## config.mk

```make
export PLATFORM = sky130hd
export DESIGN_NAME = fll_cfg_ctrl
export DESIGN_NICKNAME = d
export VERILOG_FILES = /design/src/rtl/fll_cfg_pkg.sv /design/src/rtl/fll_cfg_sync.sv /design/src/rtl/fll_cfg_ctrl.sv
export SDC_FILE = /design/constraint.sdc
export NUM_CORES = 1
export LEC_CHECK = 0
export CORE_ASPECT_RATIO = 0.9
export CORE_MARGIN = 1.5
export CORE_UTILIZATION = 43
export DETAILED_ROUTE_END_ITERATION = 8
export GPL_TIMING_DRIVEN = 0
export PLACE_DENSITY = 0.89
export SLEW_MARGIN = 20
export SYNTH_ARGS = -nofsm -noshare
export SYNTH_HDL_FRONTEND = slang
export SYNTH_SLANG_ARGS = --single-unit
```

## constraint.sdc

```tcl
create_clock -name clk_i -period 3.38 [get_ports clk_i]
set_input_delay 1.014 -clock clk_i [delete_from_list [all_inputs] [get_ports clk_i]]
set_output_delay 1.014 -clock clk_i [all_outputs]
set_load 0.1 [all_outputs]
```

## src/rtl/fll_cfg_pkg.sv

```systemverilog
// FLL configuration controller shared types.
// FSM states, register indices and STATUS bit positions.
package fll_cfg_pkg;

  typedef enum logic [1:0] {
    ST_IDLE,
    ST_REQ,
    ST_REL,
    ST_DONE
  } state_t;

  localparam logic [2:0] REG_FLL0   = 3'd0;
  localparam logic [2:0] REG_FLL1   = 3'd1;
  localparam logic [2:0] REG_FLL2   = 3'd2;
  localparam logic [2:0] REG_FLL3   = 3'd3;
  localparam logic [2:0] REG_STATUS = 3'd4;

  localparam int STAT_LOCK  = 0;
  localparam int STAT_TOERR = 1;

endpackage

```

## src/rtl/fll_cfg_sync.sv

```systemverilog
// Two-flop synchronizer for a single asynchronous bit.
// Reset clears both stages.
module fll_cfg_sync (
  input  logic clk,
  input  logic rst_n,
  input  logic d,
  output logic q
);

  logic meta;

  // shift the async input through two flops
  always_ff @(posedge clk or negedge rst_n) begin
    if (!rst_n) begin
      meta <= 1'b0;
      q    <= 1'b0;
    end else begin
      meta <= d;
      q    <= meta;
    end
  end

endmodule

```

## src/rtl/fll_cfg_ctrl.sv

```systemverilog
// APB slave bridging to the FLL 4-phase config port.
// Local STATUS register, per-state handshake timeout.
module fll_cfg_ctrl
  import fll_cfg_pkg::*;
#(
  parameter int APB_ADDR_WIDTH = 12,
  parameter int TIMEOUT_CYC    = 255
) (
  input  logic                      clk_i,
  input  logic                      rst_ni,
  input  logic [APB_ADDR_WIDTH-1:0] paddr_i,
  input  logic [31:0]               pwdata_i,
  input  logic                      pwrite_i,
  input  logic                      psel_i,
  input  logic                      penable_i,
  output logic [31:0]               prdata_o,
  output logic                      pready_o,
  output logic                      pslverr_o,
  output logic                      fll_req_o,
  output logic                      fll_wrn_o,
  output logic [1:0]                fll_add_o,
  output logic [31:0]               fll_data_o,
  input  logic                      fll_ack_i,
  input  logic [31:0]               fll_r_data_i,
  input  logic                      fll_lock_i
);

  localparam int CW = $clog2(TIMEOUT_CYC + 1);
  localparam logic [CW-1:0] LAST = CW'(TIMEOUT_CYC - 1);

  state_t        state;
  logic [CW-1:0] cnt;
  logic          ack_s;
  logic          lock_s;
  logic          err_q;
  logic          drop_q;
  logic          to_err;
  logic [31:0]   rdata_q;
  logic [31:0]   stat_word;

  logic       access;
  logic [2:0] idx;
  logic       hi_bad;
  logic       is_fll;
  logic       is_stat;
  logic       is_bad;
  logic       in_idle;
  logic       in_done;
  logic       to_hit;
  logic       stat_clr;
  logic       unused_addr;

  fll_cfg_sync u_ack_sync (
    .clk   (clk_i),
    .rst_n (rst_ni),
    .d     (fll_ack_i),
    .q     (ack_s)
  );

  fll_cfg_sync u_lock_sync (
    .clk   (clk_i),
    .rst_n (rst_ni),
    .d     (fll_lock_i),
    .q     (lock_s)
  );

  assign unused_addr = ^paddr_i[1:0];

  assign access  = psel_i & penable_i;
  assign idx     = paddr_i[4:2];
  assign hi_bad  = |paddr_i[APB_ADDR_WIDTH-1:5];
  assign is_fll  = ~hi_bad & (idx <= REG_FLL3);
  assign is_stat = ~hi_bad & (idx == REG_STATUS);
  assign is_bad  = ~is_fll & ~is_stat;
  assign in_idle = (state == ST_IDLE);
  assign in_done = (state == ST_DONE);

  // a wait state expires on its last allowed cycle
  assign to_hit = (cnt == LAST) &
                  (((state == ST_REQ) & ~ack_s) |
                   ((state == ST_REL) &  ack_s));

  assign stat_clr = in_idle & access & is_stat &
                    pwrite_i & pwdata_i[STAT_TOERR];

  // STATUS word assembled from synced lock and sticky error
  always_comb begin
    stat_word             = '0;
    stat_word[STAT_LOCK]  = lock_s;
    stat_word[STAT_TOERR] = to_err;
  end

  // APB response: local accesses complete in IDLE, FLL ones in DONE
  always_comb begin
    pready_o  = 1'b0;
    pslverr_o = 1'b0;
    prdata_o  = rdata_q;
    if (access && in_idle && !is_fll) begin
      pready_o  = 1'b1;
      pslverr_o = is_bad;
      prdata_o  = is_stat ? stat_word : '0;
    end else if (access && in_done && !drop_q) begin
      pready_o  = 1'b1;
      pslverr_o = err_q;
    end
  end

  // sticky timeout flag; a timeout set beats a STATUS clear
  always_ff @(posedge clk_i or negedge rst_ni) begin
    if (!rst_ni) begin
      to_err <= 1'b0;
    end else if (to_hit) begin
      to_err <= 1'b1;
    end else if (stat_clr) begin
      to_err <= 1'b0;
    end
  end

  // handshake FSM with registered FLL outputs
  always_ff @(posedge clk_i or negedge rst_ni) begin
    if (!rst_ni) begin
      state      <= ST_IDLE;
      cnt        <= '0;
      err_q      <= 1'b0;
      drop_q     <= 1'b0;
      rdata_q    <= '0;
      fll_req_o  <= 1'b0;
      fll_wrn_o  <= 1'b1;
      fll_add_o  <= '0;
      fll_data_o <= '0;
    end else begin
      if ((state == ST_REQ || state == ST_REL) && !access) begin
        drop_q <= 1'b1;
      end
      unique case (state)
        ST_IDLE: begin
          if (access && is_fll && !ack_s) begin
            state      <= ST_REQ;
            cnt        <= '0;
            err_q      <= 1'b0;
            drop_q     <= 1'b0;
            fll_req_o  <= 1'b1;
            fll_wrn_o  <= ~pwrite_i;
            fll_add_o  <= idx[1:0];
            fll_data_o <= pwdata_i;
          end
        end
        ST_REQ: begin
          if (ack_s) begin
            if (fll_wrn_o) begin
              rdata_q <= fll_r_data_i;
            end
            fll_req_o <= 1'b0;
            cnt       <= '0;
            state     <= ST_REL;
          end else if (to_hit) begin
            fll_req_o <= 1'b0;
            err_q     <= 1'b1;
            rdata_q   <= '0;
            state     <= ST_DONE;
          end else begin
            cnt <= cnt + 1'b1;
          end
        end
        ST_REL: begin
          if (!ack_s) begin
            state <= ST_DONE;
          end else if (to_hit) begin
            err_q   <= 1'b1;
            rdata_q <= '0;
            state   <= ST_DONE;
          end else begin
            cnt <= cnt + 1'b1;
          end
        end
        ST_DONE: begin
          state <= ST_IDLE;
        end
      endcase
    end
  end

endmodule

```

==> impl_metrics.ini, run 1 <==
[power]
cellPowerDensity_mw_per_mm2 = 984
ir_drop_mv = 0.638
finalPower_mw = 6.09
power.leakage_nw = 2.85

[detailed_routing]
firstDrtPassIters = 5
drt-total-wl_um = 10800
wl_met1_um = 4300
drc_errors = 0
routed_via_density = 5.17
final_antenna_net_count = 0
top_layer = met4
via_count = 3472
wl_met3_um = 715
wl_per_cell_um = 16.0
wl_met2_um = 5620
drt-initial-drc-count = 128

[synthesis]
synth_cell_types = 42
synth_cells = 378
syn_area_per_cell_um2 = 9.98
synth_ff_type = dfrtp_1
seq_area_frac_synth_pct = 56.4
synth_edf_count = 0
synth-seq-cells = 85
ys_async_sr_fraction_pct = 100
synth_nets = 469
synth_area_mm2 = 0.00377
ys_warn_count = 0

[hold_path]
min_path_type = flop to flop
min_delay_path_depth = 0

[clock_network]
cts_sinks = 85
cts_tree = built
cts-root-buf = clkbuf_8
ctsHoldBuffers = 0
path_clk_slew_ns = 0.08
htreeDepth = 3
clockBufferDepth = 2
clkLatencyLatePin_ns = 0.35
cts_buffers = 9

[placed_design]
hpwl_um = 7450
gp_congestion = 0.947
dpl_worst_slack_ns = -1.79
io_buffers = 150
dp.cells = 648

[cells_and_area]
instances_no_fill = 672
diodes = 0
seq_area_mm2 = 0.00213
areaGrowthSynthToFinish_pct = 64.2
layout-drive-gt1-share_pct = 21.2
utilization_pct = 72.6
nFillCells = 616
multi_input_area_mm2 = 0.00170
layout_common_cells = nand2_1 (114), clkdlybuf4s50_1 (105), dfrtp_1 (84)
nNetsFinal = 639
layout_commonest_cell = nand2_1

[outcome]
status = complete, but fails checks
violations = negative setup slack

[timing]
fin_ws_ns = -0.0220
finalHoldViolCount = 0
slew_violations = 0
period_needed_ns = 3.40
setup_viol_count_final = 12
finClkSkew_ns = 0.00798
post-route-period-util_pct = 101
fin_tns_setup_ns = -0.180
rsz0062_at_grt = yes
tightest_slew_ns = 1.01
max_slew_margin_pct = 32.5
fmax_mhz = 294

[critical_path]
crit_type = input port to primary output
reg2reg_depth = 7
start_kind = input port
crit_path_end_kind = primary output
critPathArrivalTime_ns = 2.39
critPathRequiredTime_ns = 2.37
critical_path.max_fanout = 5

[grt]
grt_pass1_vias = 3612
grt.overflow.total = 0
antenna_found_initial = 0
grt_pass1_wl_um = 17600
grt_max_degree = 50
grtUsageTotal_pct = 24.4

[flow_run]
max-cap-violations = 0

[floorplan]
fp-row-count = 32
die-height_um = 91.9
die_area_mm2 = 0.00934
io_pins = 153
coreArea_mm2 = 0.00853
die_w_um = 102
floorplan.initialDensity_pct = 44.2
[per-layer routing]
metal | track usage [%] | up-vias
met2 | 41.4 | 148
li1 | - | 1622
met1 | 29.2 | 1690
met4 | 8.10 | 0
met3 | 7.77 | 12
met5 | 0 | -
[critical path, cell delays in order]
cell	delay [ns]
buf_6	0.10
nor4_4	0.29
nand2_2	0.14
o21ai_4	0.23
buf_6	0.16
clkbuf_16	0.13
and2_4	0.15
buf_12	0.17
[registers in the layout, indices dropped and copies added (netlist names)]
signal / cells
err_q: 1
to_err: 1
u_ack_sync.q: 1
cnt: 8
u_lock_sync.q: 1
fll_req_o: 1
rdata_q: 32
drop_q: 1
u_lock_sync.meta: 1
fll_data_o: 32
fll_wrn_o: 1
u_ack_sync.meta: 1
state: 2
fll_add_o: 2
[timing repair]
item	CTS	global route
buffers inserted	5	0
pin swaps	28	3
setup endpoints to repair	34	34
gates resized for setup	338	14
gates cloned	3	0
[final timing paths]
check	start	slack [ns]	end
max reg2reg	state[1]$_DFFE_PN0P_	0.99	rdata_q[16]$_DFFE_PN0P_
min in group asynchronous	rst_ni	0.62	rdata_q[26]$_DFFE_PN0P_
min	u_ack_sync.meta$_DFF_PN0_	0.35	u_ack_sync.q$_DFF_PN0_
min reg2reg	u_ack_sync.meta$_DFF_PN0_	0.35	u_ack_sync.q$_DFF_PN0_
max in group asynchronous	rst_ni	2.14	fll_data_o[18]$_DFFE_PN0P_
max	paddr_i[11]	-0.02	prdata_o[12]
[final cells by class]
class                           count  share of cell area, %
Buffer                             21                   2.12
Clock inverter                      4                  0.505
Tap cell                          119                   2.40
Clock buffer                       12                   2.34
Multi-Input combinational cell    267                   27.5
Sequential cell                    85                   34.4
Inverter                            5                  0.303
Timing Repair Buffer              159                   30.5
[cell usage after synthesis, drive strengths merged (2+ instances only)]
library cell	n	area [um2]
a31oi	2	12.5
a21boi	2	15.0
and2	34	213
nor3	3	15.0
a21oi	13	65.1
nand4	5	31.3
a21o	2	15.0
a22o	32	280
o21a	2	15.0
nand2	117	439
nand3	7	40.0
mux2i	2	20.0
o21ai	9	45.0
dfrtp	84	2100
a211oi	2	27.5
nor2	8	30.0
nor4	2	27.5
ha	8	100
clkbuf	18	67.6
and4	2	17.5
a41oi	2	17.5
nor3b	2	15.0
inv	5	18.8
buf	3	21.3
[metrics by stage]
step | cell area, um2 | hold slack [ns]
2_1_floorplan | 3890 | 0.331
3_3_place_gp | 5540 | 0.334
3_5_place_dp | 5560 | 0.335
4_1_cts | 6140 | 0.353
5_1_grt | 6190 | 0.373
6_report | 6190 | 0.352
[power by group]
part | internal (mW) | total, mW | switching (mW)
registers | 1.25 | 1.41 | 0.155
clock network | 0.291 | 0.656 | 0.365
logic | 1.54 | 4.03 | 2.48
total | 3.09 | 6.09 | 3.00
[cells by family (layout without fill, tap and decap cells)]
family          Yosys count  after routing  share of synthesized area (%)
buf+inv                  26            201                           2.85
simple gates            187            187                           23.7
compound gates           70             70                           13.9
flops                    85             85                           56.4
mux                       2              2                          0.531
fa+ha+maj                 8              8                           2.65
No activity file was read; power rests on OpenSTA's default activity.
==> run 2: changes to the inputs <==
--- a/config.mk
+++ b/config.mk
@@ -6,11 +6,11 @@
 export NUM_CORES = 1
 export LEC_CHECK = 0
 export CORE_ASPECT_RATIO = 0.9
-export CORE_MARGIN = 1.5
 export CORE_UTILIZATION = 43
 export DETAILED_ROUTE_END_ITERATION = 8
 export GPL_TIMING_DRIVEN = 0
-export PLACE_DENSITY = 0.89
+export PLACE_DENSITY = 0.79
+export RECOVER_POWER = 100
 export SLEW_MARGIN = 20
 export SYNTH_ARGS = -nofsm -noshare
 export SYNTH_HDL_FRONTEND = slang
==> impl_metrics.ini, run 2 (synthesis results as in run 1) <==
[critical_path]
ff2ff_setup_slack_ns = 0.91
r2r-start = state[1]$_DFFE_PN0P_
start_kind = input port
slowest_delay_ns = 0.21
critPathArrivalTime_ns = 2.41
crit_buf_inv = 4
crit_family = buffers and inverters
critical_path.max_fanout = 5
crit_path_end_kind = primary output
worstPathCellList = clkdlybuf4s15_1 -> nor3_4 -> nand2_2 -> o21ai_4 -> buf_6 -> clkbuf_16 -> nand3_4 -> o21ai_4 -> buf_12
reg2reg_depth = 7
r2r_end = rdata_q[10]$_DFFE_PN0P_
crit_slowest_cell = clkdlybuf4s15_1
crit_top_cell = o21ai_4
crit_type = input port to primary output
critPathRequiredTime_ns = 2.37

[placed_design]
gp_congestion = 0.861
hpwl_um = 7330
placed_area_mm2 = 0.00556
dpl_worst_slack_ns = -1.87
io_buffers = 150

[clock_network]
cts_sinks = 85
cts-root-buf = clkbuf_8
cts_buffers = 9
cts_tree = built
clkLatencyLatePin_ns = 0.36
path_clk_slew_ns = 0.10
clockBufferDepth = 2
htreeDepth = 3

[floorplan]
fp-row-count = 32
die-height_um = 90.9
coreArea_mm2 = 0.00853
die_w_um = 101
die_area_mm2 = 0.00915
floorplan.initialDensity_pct = 44.2
io_pins = 153

[timing]
max_slew_margin_pct = 18.4
finClkSkew_ns = 0.0126
slew_violations = 0
tightest_slew_ns = 1.22
whs_ns = 0.357
post-route-period-util_pct = 101
period_needed_ns = 3.43
finalHoldViolCount = 0
fin_ws_ns = -0.0477
rsz0062_at_grt = yes
setup_viol_count_final = 13
fmax_mhz = 292

[power]
power.leakage_nw = 2.87
cellPowerDensity_mw_per_mm2 = 992
ir_drop_mv = 0.631

[cells_and_area]
diodes = 0
areaGrowthSynthToFinish_pct = 65.1
utilization_pct = 73.0
fin_area_mm2 = 0.00623
nNetsFinal = 641
largestRegisters = fll_data_o: 32 flops, rdata_q: 32 flops, cnt: 8 flops
layout_commonest_cell = nand2_1
nFillCells = 590
layout-drive-gt1-share_pct = 22.2
layout_common_cells = nand2_1 (113), clkdlybuf4s50_1 (103), dfrtp_1 (84)

[detailed_routing]
drc_errors = 0
drt-total-wl_um = 11000
routed_via_density = 5.15
wl_per_cell_um = 16.4
via_count = 3470
firstDrtPassIters = 5
final_antenna_net_count = 0
drt-initial-drc-count = 173

[flow_run]
max-cap-violations = 0

[hold_path]
min_path_type = flop to flop
min_to = u_ack_sync.q$_DFF_PN0_
worstHoldStart = u_ack_sync.meta$_DFF_PN0_
min_delay_path_depth = 0

[grt]
grt.overflow.total = 0
grt_pass1_vias = 3715
grt_max_degree = 51
antenna_found_initial = 0
grtUsageTotal_pct = 25.8
grt_pass1_wl_um = 18100

[outcome]
violations = negative setup slack
status = complete, but fails checks
==> run 2: changes by cell type in the layout (fill, tap and decap cells not counted), sizes merged <==
| cell | delta |
|---|---|
| buf | +2 |
| clkbuf | -1 |
| clkdlybuf4s15 | -2 |
| clkdlybuf4s50 | -2 |
| clkinv | +2 |
| clkinvlp | -2 |
| dlygate4sd2 | +1 |
| dlygate4sd3 | +2 |
| dlymetal6s2s | -1 |
| inv | +3 |
==> run 2: repair_timing <==
item,CTS,global route
pin swaps,31,4
gates cloned,3,0
endpoints found under the setup margin,34,34
hold buffers,0,0
buffers inserted,6,1
resized for setup,352,14
==> run 2: final cells by class <==
class / instances / area (um2) / area share (%)
plain buffers: 21 / 143 / 2.29
flip-flops and latches: 85 / 2130 / 34.2
well taps: 119 / 149 / 2.39
multi-input cells: 267 / 1710 / 27.5
clock inverters: 7 / 55.1 / 0.884
inverters: 5 / 18.8 / 0.301
clock buffers: 9 / 124 / 1.99
repair buffers: 161 / 1900 / 30.5
==> run 2: report_power, final <==
group,internal (mW),switching (mW),leakage (nW)
Sequential,1.25,0.161,1.09
Combinational,1.57,2.51,1.68
Clock,0.278,0.400,0.0923
==> run 2: how the worst max path moves through the flow <==
stage,from,endpoint,slack [ns],cells past startpoint
after CTS,paddr_i[11],pslverr_o,-0.06,9
after global placement,paddr_i[7],pslverr_o,-1.82,8
after floorplan,paddr_i[7],prdata_o[22],-0.14,5
after global routing,paddr_i[9],pslverr_o,-0.12,9
after detailed placement,paddr_i[7],pslverr_o,-1.87,8
final,paddr_i[6],pslverr_o,-0.05,9
==> run 2: routing by layer <==
layer	up-vias	part of all wire [%]	GRT usage, %
li1	1627	-	-
met1	1664	40	30.4
met2	156	49	42.4
met3	23	8.5	9.13
met4	0	2.5	11.1
met5	-	0	0
==> run 2: per-stage QoR <==
stage               setup TNS (ns)  instances  total power, mW
detailed placement          -58.50        648             4.80
floorplan                   -0.866        378             4.04
global placement           -200.56        647             4.74
CTS                          -1.13        673             6.13
finish                      -0.216        674             6.18
global route                 -2.00        674             6.42
